===== config.mk =====
export PLATFORM = sky130hd
export DESIGN_NAME = deserializador4
export DESIGN_NICKNAME = d
export VERILOG_FILES = /design/src/rtl/deser_pkg.sv /design/src/rtl/fifo_sinc.sv /design/src/rtl/deserializador4.sv
export SDC_FILE = /design/constraint.sdc
export NUM_CORES = 1
export LEC_CHECK = 0
export ABC_CLOCK_PERIOD_IN_PS = 2730
export BUFFER_PORTS_ARGS = -buffer_cell sky130_fd_sc_hd__buf_4
export CAP_MARGIN = 20
export CORE_AREA = 2 2 69 71
export CTS_CLUSTER_SIZE = 30
export DETAILED_ROUTE_END_ITERATION = 8
export DIE_AREA = 0 0 71 73
export GPL_TIMING_DRIVEN = 1
export SLEW_MARGIN = 25
export SYNTH_ARGS = -nofsm -noshare
export SYNTH_HDL_FRONTEND = slang
export SYNTH_HIERARCHICAL = 1
export SYNTH_SLANG_ARGS = --single-unit

===== constraint.sdc =====
create_clock -name CLK -period 2.73 [get_ports CLK]
set_input_delay 0.819 -clock CLK [delete_from_list [all_inputs] [get_ports CLK]]
set_output_delay 0.819 -clock CLK [all_outputs]
set_load 0.02 [all_outputs]

===== src/rtl/deser_pkg.sv =====
// rtl/deser_pkg.sv - shared state encoding, direction codes and sizing helper for deserializador4
// Purpose: common definitions imported by deserializador4 and its sub-module.
//   state_t       : ST_IDLE / ST_COLLECT / ST_PARITY
//   DIR_*         : stream bit-order encodings
//   cntWidth()    : width of a counter that must hold 0..width
package deser_pkg;

  typedef enum logic [1:0] {
    ST_IDLE    = 2'd0,
    ST_COLLECT = 2'd1,
    ST_PARITY  = 2'd2
  } state_t;

  localparam logic DIR_MSB_FIRST = 1'b1;
  localparam logic DIR_LSB_FIRST = 1'b0;

  function automatic int cntWidth(input int width);
    return $clog2(width + 1);
  endfunction

endpackage


===== src/rtl/fifo_sinc.sv =====
// rtl/fifo_sinc.sv - parameterised synchronous FIFO with async active-low reset
// Purpose: small word buffer between the deserializer and its consumer.
// Ports:
//   CLK, RESET_L : clock, asynchronous active-low reset
//   PUSH, WR_DATA: write request and data; accepted when not full, or when
//                  full and a pop happens in the same cycle
//   POP          : read request, ignored when empty
//   RD_DATA      : head entry (0 while empty)
//   FULL, EMPTY  : occupancy flags
// DEPTH must be a power of two >= 2 so the pointers wrap on their own.
module fifo_sinc #(
  parameter int WIDTH = 4,
  parameter int DEPTH = 2
) (
  input  logic             CLK,
  input  logic             RESET_L,
  input  logic             PUSH,
  input  logic             POP,
  input  logic [WIDTH-1:0] WR_DATA,
  output logic [WIDTH-1:0] RD_DATA,
  output logic             FULL,
  output logic             EMPTY
);

  localparam int AW = $clog2(DEPTH);
  localparam int CW = $clog2(DEPTH + 1);

  logic [WIDTH-1:0] mem [DEPTH];
  logic [AW-1:0]    wrPtr;
  logic [AW-1:0]    rdPtr;
  logic [CW-1:0]    count;
  logic             doPush;
  logic             doPop;

  assign EMPTY   = (count == '0);
  assign FULL    = (count == CW'(DEPTH));
  assign doPop   = POP & ~EMPTY;
  // A full FIFO can still take a word if the head leaves in the same cycle.
  assign doPush  = PUSH & (~FULL | doPop);
  assign RD_DATA = EMPTY ? '0 : mem[rdPtr];

  always_ff @(posedge CLK or negedge RESET_L) begin
    if (!RESET_L) begin
      wrPtr <= '0;
      rdPtr <= '0;
      count <= '0;
      for (int i = 0; i < DEPTH; i++) begin
        mem[i] <= '0;
      end
    end else begin
      if (doPush) begin
        mem[wrPtr] <= WR_DATA;
        wrPtr      <= wrPtr + AW'(1);
      end
      if (doPop) begin
        rdPtr <= rdPtr + AW'(1);
      end
      case ({doPush, doPop})
        2'b10:   count <= count + CW'(1);
        2'b01:   count <= count - CW'(1);
        default: count <= count;
      endcase
    end
  end

endmodule


===== src/rtl/deserializador4.sv =====
// rtl/deserializador4.sv - serial-to-word deserializer with 2-entry output FIFO
// Purpose: rebuilds WIDTH-bit words from the producer's serial stream,
//   honouring the bit order latched with the first bit of each word, and
//   offers them on a valid/ready interface.
// Optional build macro: DESER_PARITY_EN (trailing even-parity bit per word,
//   adds PAR_ERR).
// Ports:
//   CLK, RESET_L     : clock, asynchronous active-low reset
//   S_IN, BIT_VLD    : serial bit and its qualifier
//   DIR              : 1 = MSB-first, 0 = LSB-first (taken with the first bit)
//   SYNC             : drop the partial word and restart
//   OUT_DATA/OUT_VLD : head-of-FIFO word and its valid
//   OUT_RDY          : consumer accepts the head word
//   OVF, CLR_OVF     : sticky overflow flag and its synchronous clear
//   BIT_CNT          : bits collected in the current partial word
//   PAR_ERR          : sticky parity error (DESER_PARITY_EN only)
module deserializador4
  import deser_pkg::*;
#(
  parameter int WIDTH = 4,
  parameter int DEPTH = 2
) (
  input  logic                         CLK,
  input  logic                         RESET_L,
  input  logic                         S_IN,
  input  logic                         BIT_VLD,
  input  logic                         DIR,
  input  logic                         SYNC,
  output logic [WIDTH-1:0]             OUT_DATA,
  output logic                         OUT_VLD,
  input  logic                         OUT_RDY,
  output logic                         OVF,
  input  logic                         CLR_OVF,
  output logic [cntWidth(WIDTH)-1:0]   BIT_CNT
`ifdef DESER_PARITY_EN
  ,
  output logic                         PAR_ERR
`endif
);

  localparam int CW = cntWidth(WIDTH);
  localparam logic [CW-1:0] LAST_BIT = CW'(WIDTH - 1);

  state_t           state;
  state_t           stateNext;
  logic [WIDTH-1:0] acc;
  logic [WIDTH-1:0] accNext;
  logic [WIDTH-1:0] shifted;
  logic [CW-1:0]    bitCnt;
  logic [CW-1:0]    cntNext;
  logic             dirQ;
  logic             dirNext;
  logic             bitDir;
  logic             pushReq;
  logic [WIDTH-1:0] pushData;
  logic             fifoFull;
  logic             fifoEmpty;
  logic             pop;
  logic             dropWord;
  logic             ovfQ;
`ifdef DESER_PARITY_EN
  logic             parSet;
  logic             parErrQ;
`endif

  always_ff @(posedge CLK or negedge RESET_L) begin
    if (!RESET_L) begin
      state   <= ST_IDLE;
      acc     <= '0;
      bitCnt  <= '0;
      dirQ    <= DIR_MSB_FIRST;
      ovfQ    <= 1'b0;
`ifdef DESER_PARITY_EN
      parErrQ <= 1'b0;
`endif
    end else begin
      state  <= stateNext;
      acc    <= accNext;
      bitCnt <= cntNext;
      dirQ   <= dirNext;
      // A new event wins over a simultaneous clear.
      if (dropWord) begin
        ovfQ <= 1'b1;
      end else if (CLR_OVF) begin
        ovfQ <= 1'b0;
      end
`ifdef DESER_PARITY_EN
      if (parSet) begin
        parErrQ <= 1'b1;
      end else if (CLR_OVF) begin
        parErrQ <= 1'b0;
      end
`endif
    end
  end

  always_comb begin
    stateNext = state;
    accNext   = acc;
    cntNext   = bitCnt;
    dirNext   = dirQ;
    pushReq   = 1'b0;
    pushData  = acc;
`ifdef DESER_PARITY_EN
    parSet    = 1'b0;
`endif
    // The first bit of a word uses the live DIR; later bits use the latched one.
    bitDir  = (state == ST_IDLE) ? DIR : dirQ;
    shifted = (bitDir == DIR_MSB_FIRST) ? {acc[WIDTH-2:0], S_IN}
                                        : {S_IN, acc[WIDTH-1:1]};
    if (SYNC) begin
      stateNext = ST_IDLE;
      cntNext   = '0;
    end else if (BIT_VLD) begin
      case (state)
        ST_IDLE: begin
          dirNext   = DIR;
          accNext   = shifted;
          cntNext   = CW'(1);
          stateNext = ST_COLLECT;
        end
        ST_COLLECT: begin
          accNext = shifted;
          if (bitCnt == LAST_BIT) begin
`ifdef DESER_PARITY_EN
            cntNext   = CW'(WIDTH);
            stateNext = ST_PARITY;
`else
            pushReq   = 1'b1;
            pushData  = shifted;
            cntNext   = '0;
            stateNext = ST_IDLE;
`endif
          end else begin
            cntNext = bitCnt + CW'(1);
          end
        end
`ifdef DESER_PARITY_EN
        ST_PARITY: begin
          pushReq   = 1'b1;
          pushData  = acc;
          parSet    = ((^acc) != S_IN);
          cntNext   = '0;
          stateNext = ST_IDLE;
        end
`endif
        default: begin
          cntNext   = '0;
          stateNext = ST_IDLE;
        end
      endcase
    end
  end

  assign OUT_VLD  = ~fifoEmpty;
  assign pop      = OUT_VLD & OUT_RDY;
  assign dropWord = pushReq & fifoFull & ~pop;
  assign OVF      = ovfQ;
  assign BIT_CNT  = bitCnt;
`ifdef DESER_PARITY_EN
  assign PAR_ERR  = parErrQ;
`endif

  fifo_sinc #(
    .WIDTH(WIDTH),
    .DEPTH(DEPTH)
  ) u_fifo (
    .CLK    (CLK),
    .RESET_L(RESET_L),
    .PUSH   (pushReq),
    .POP    (pop),
    .WR_DATA(pushData),
    .RD_DATA(OUT_DATA),
    .FULL   (fifoFull),
    .EMPTY  (fifoEmpty)
  );

endmodule


==> flow_summary.ini <==
[run_status]
status = finished, final reports clean

[final_layout]
antennaDiodeCount = 0
fillers = 444
final_common_cell = dfrtp_1
fin_nets = 126
mostFrequentLayoutCells = dfrtp_1, buf_4, mux2_2
drive_gt1_share_pct = 39.66
synthToLayoutAreaGrowth_pct = 20.80
finish.utilization_pct = 30.92

[floorplan]
die_h_um = 73
initial_utilization_pct = 25.60
io_pins = 17
num_rows = 25
die_x_um = 71
coreArea_um2 = 4536
die-area_um2 = 5183

[power_and_ir_drop]
p_total_mw = 0.7802
pwr-share-comb_pct = 18.8
seqPwrFrac_pct = 50.8
power_leakage_nw = 0.6121
p_clk_share_pct = 30.4
vdd_drop_max_mv = 0.2108
power_density_nw_per_um2 = 556.3
swShare_pct = 25.73
power.net_switching_mw = 0.2007
p_int_mw = 0.5795

[route]
drt-initial-drc-count = 56
drc = 0
vias = 762
first_pass_iters = 4
wl_per_cell_um = 12.80
ant_nets = 0
drt_wl_total_mm = 2.176
viasPerCell = 4.482

[placed_design]
place.gp.congestion = 0.7066
dpl.hpwl_mm = 1.597
io_buffers = 16
dp_slack_ps = 424.8

[yosys]
syn_area_um2 = 1161
synth_seq_area_share_pct = 47.52
yosysTopAreaCell = dfrtp_1
synthArstFlopShare_pct = 100.0
syn_inst = 97
ys_ff_latch = 22
syn_area_per_cell_um2 = 11.97
yosys.area.top_type_share_pct = 45.26
yosysUniqueCellTypes = 26
synthTopCellsByArea = dfrtp_1, mux2_2, mux2_4
synth_edf_count = 0
synthFlopType = dfrtp_1
syn_nets = 106
yosysWarnings = 6

[global_route]
grt_use_met2_pct = 15.16
grt_max_degree = 23
grt_busiest_layer = met2
antenna_found_initial = 0
grt.met3_usage_pct = 1.243
grt_overflow_total = 0
grt_pass1_vias = 844
use_met1_pct = 12.66
grt_pass1_wl_mm = 3.967
grtUsageTotal_pct = 9.615

[sta]
layout_worst_path_cycle_share_pct = 81.02
period_minus_slack_ps = 2212
rsz0062_at_grt = no
hold_viol_final = 0
setup_violations = 0
clock.fmax_mhz = 452.1
worst_pin_slew_ps = 494.2
final-max-slew-violation-count = 0
setup_tns_ps = 0
worst_slack_ps = 518.2
slew-limit-headroom_pct = 66.99
finClkSkew_ps = 2.495

[clock_network]
cts_tree = done
hold_buffers = 0
postCtsResizedCells = 0
h-tree-depth = 1
cts.path.max_buffers = 2
numClockSinks = 22
clk-insertion-delay-late_ps = 260
clk_pin_slew_worst_paths_ps = 80
clockRootBuffer = clkbuf_8
postCtsSetupBuffers = 0
cts_buffers = 3

[critical_path]
required_ps = 1910
cp-end-kind = output pin
worstPathMaxFanout = 8
worst_setup_path_start_kind = register
cp.arrival_ps = 1390
criticalPathCategory = register to output pin

[run]
maxCapViolations = 0

[worst_hold_path]
min_path_type = input port to asynchronous set/reset pin
sequential cells by signal (all words and copies together), names as in the netlist:
name and flops:
BIT_CNT 3, state 1, dirQ 1, u_fifo/count 2
u_fifo/wrPtr 1, u_fifo/rdPtr 1, u_fifo/mem 8, OVF 1
acc 4
cells in the mapped netlist, types with 2 or more instances:
cell type / n
mux2_4: 8
nand2_1: 2
mux2i_1: 6
nor2_1: 11
dfrtp_1: 21
inv_1: 5
o21ai_0: 4
a21oi_1: 3
mux2_2: 13
nand3_1: 2
nor2b_1: 2
nand2b_1: 6
power by group through the flow:
stage	combinational (mW)	sequential (mW)	clock, mW
finish	0.147	0.396	0.237
global route	0.166	0.403	0.263
CTS	0.151	0.398	0.248
detailed placement	0.150	0.404	0
global placement	0.146	0.401	0
floorplan	0.112	0.392	0
per-layer routing:
layer	wire (µm)	vias to the layer above
li1	-	378
met1	1015	371
met2	1047	9
met3	58	4
met4	55	0
met5	0	-
path summary, 6_finish.rpt:
check | depth (start not counted) | start | slack [ps] | to
max in group asynchronous | 1 | RESET_L | 2030 | dirQ$_DFFE_PN1P_
min in group CLK | 2 | OVF$_DFFE_PN0P_ | 510 | OVF$_DFFE_PN0P_
worst max-delay path | 3 | u_fifo/count[0]$_DFFE_PN0P_ | 520 | OUT_DATA[2]
worst max register to register | 5 | u_fifo/count[0]$_DFFE_PN0P_ | 740 | u_fifo/mem[3]$_DFFE_PN0P_
worst min-delay path | 1 | RESET_L | 430 | acc[0]$_DFFE_PN0P_
worst min register to register | 2 | OVF$_DFFE_PN0P_ | 510 | OVF$_DFFE_PN0P_
area by class of cell:
cell class	instances	area (µm²)	share of cell area [%]
Multi-Input combinational cell	68	581.8	41.48
Sequential cell	22	551.8	39.34
Timing Repair Buffer	17	127.6	9.099
Tap cell	54	67.56	4.817
Clock buffer	4	55.05	3.925
Inverter	5	18.77	1.338
metrics by stage:
stage          std cells  cell area [µm²]  hold WS [ps]
2_1_floorplan         97             1161         481.2
3_3_place_gp         166             1348         472.2
3_5_place_dp         166             1348         493.1
4_1_cts              170             1403         435.9
5_1_grt              170             1403         438.6
6_report             170             1403         428.4
critical path, cell delays in order, from the launching register on:
cell and delay, ps:
dfrtp_1 480, nor2_1 360, nor2_1 110, buf_4 170
cell families (layout without fill, tap and decap cells):
| kind of cell | after synthesis | in the layout | share of synthesized area [%] |
|---|---|---|---|
| AO/OA/AOI/OAI | 11 | 11 | 5.819 |
| XOR/XNOR | 1 | 1 | 0.7544 |
| adder cells (fa/ha/maj) | 1 | 1 | 1.077 |
| buffers and inverters | 7 | 26 | 2.370 |
| flip-flops | 22 | 22 | 47.52 |
| multiplexers | 27 | 27 | 28.13 |
| AND/OR/NAND/NOR | 28 | 28 | 14.33 |
Power figures use the tool's default switching activity.
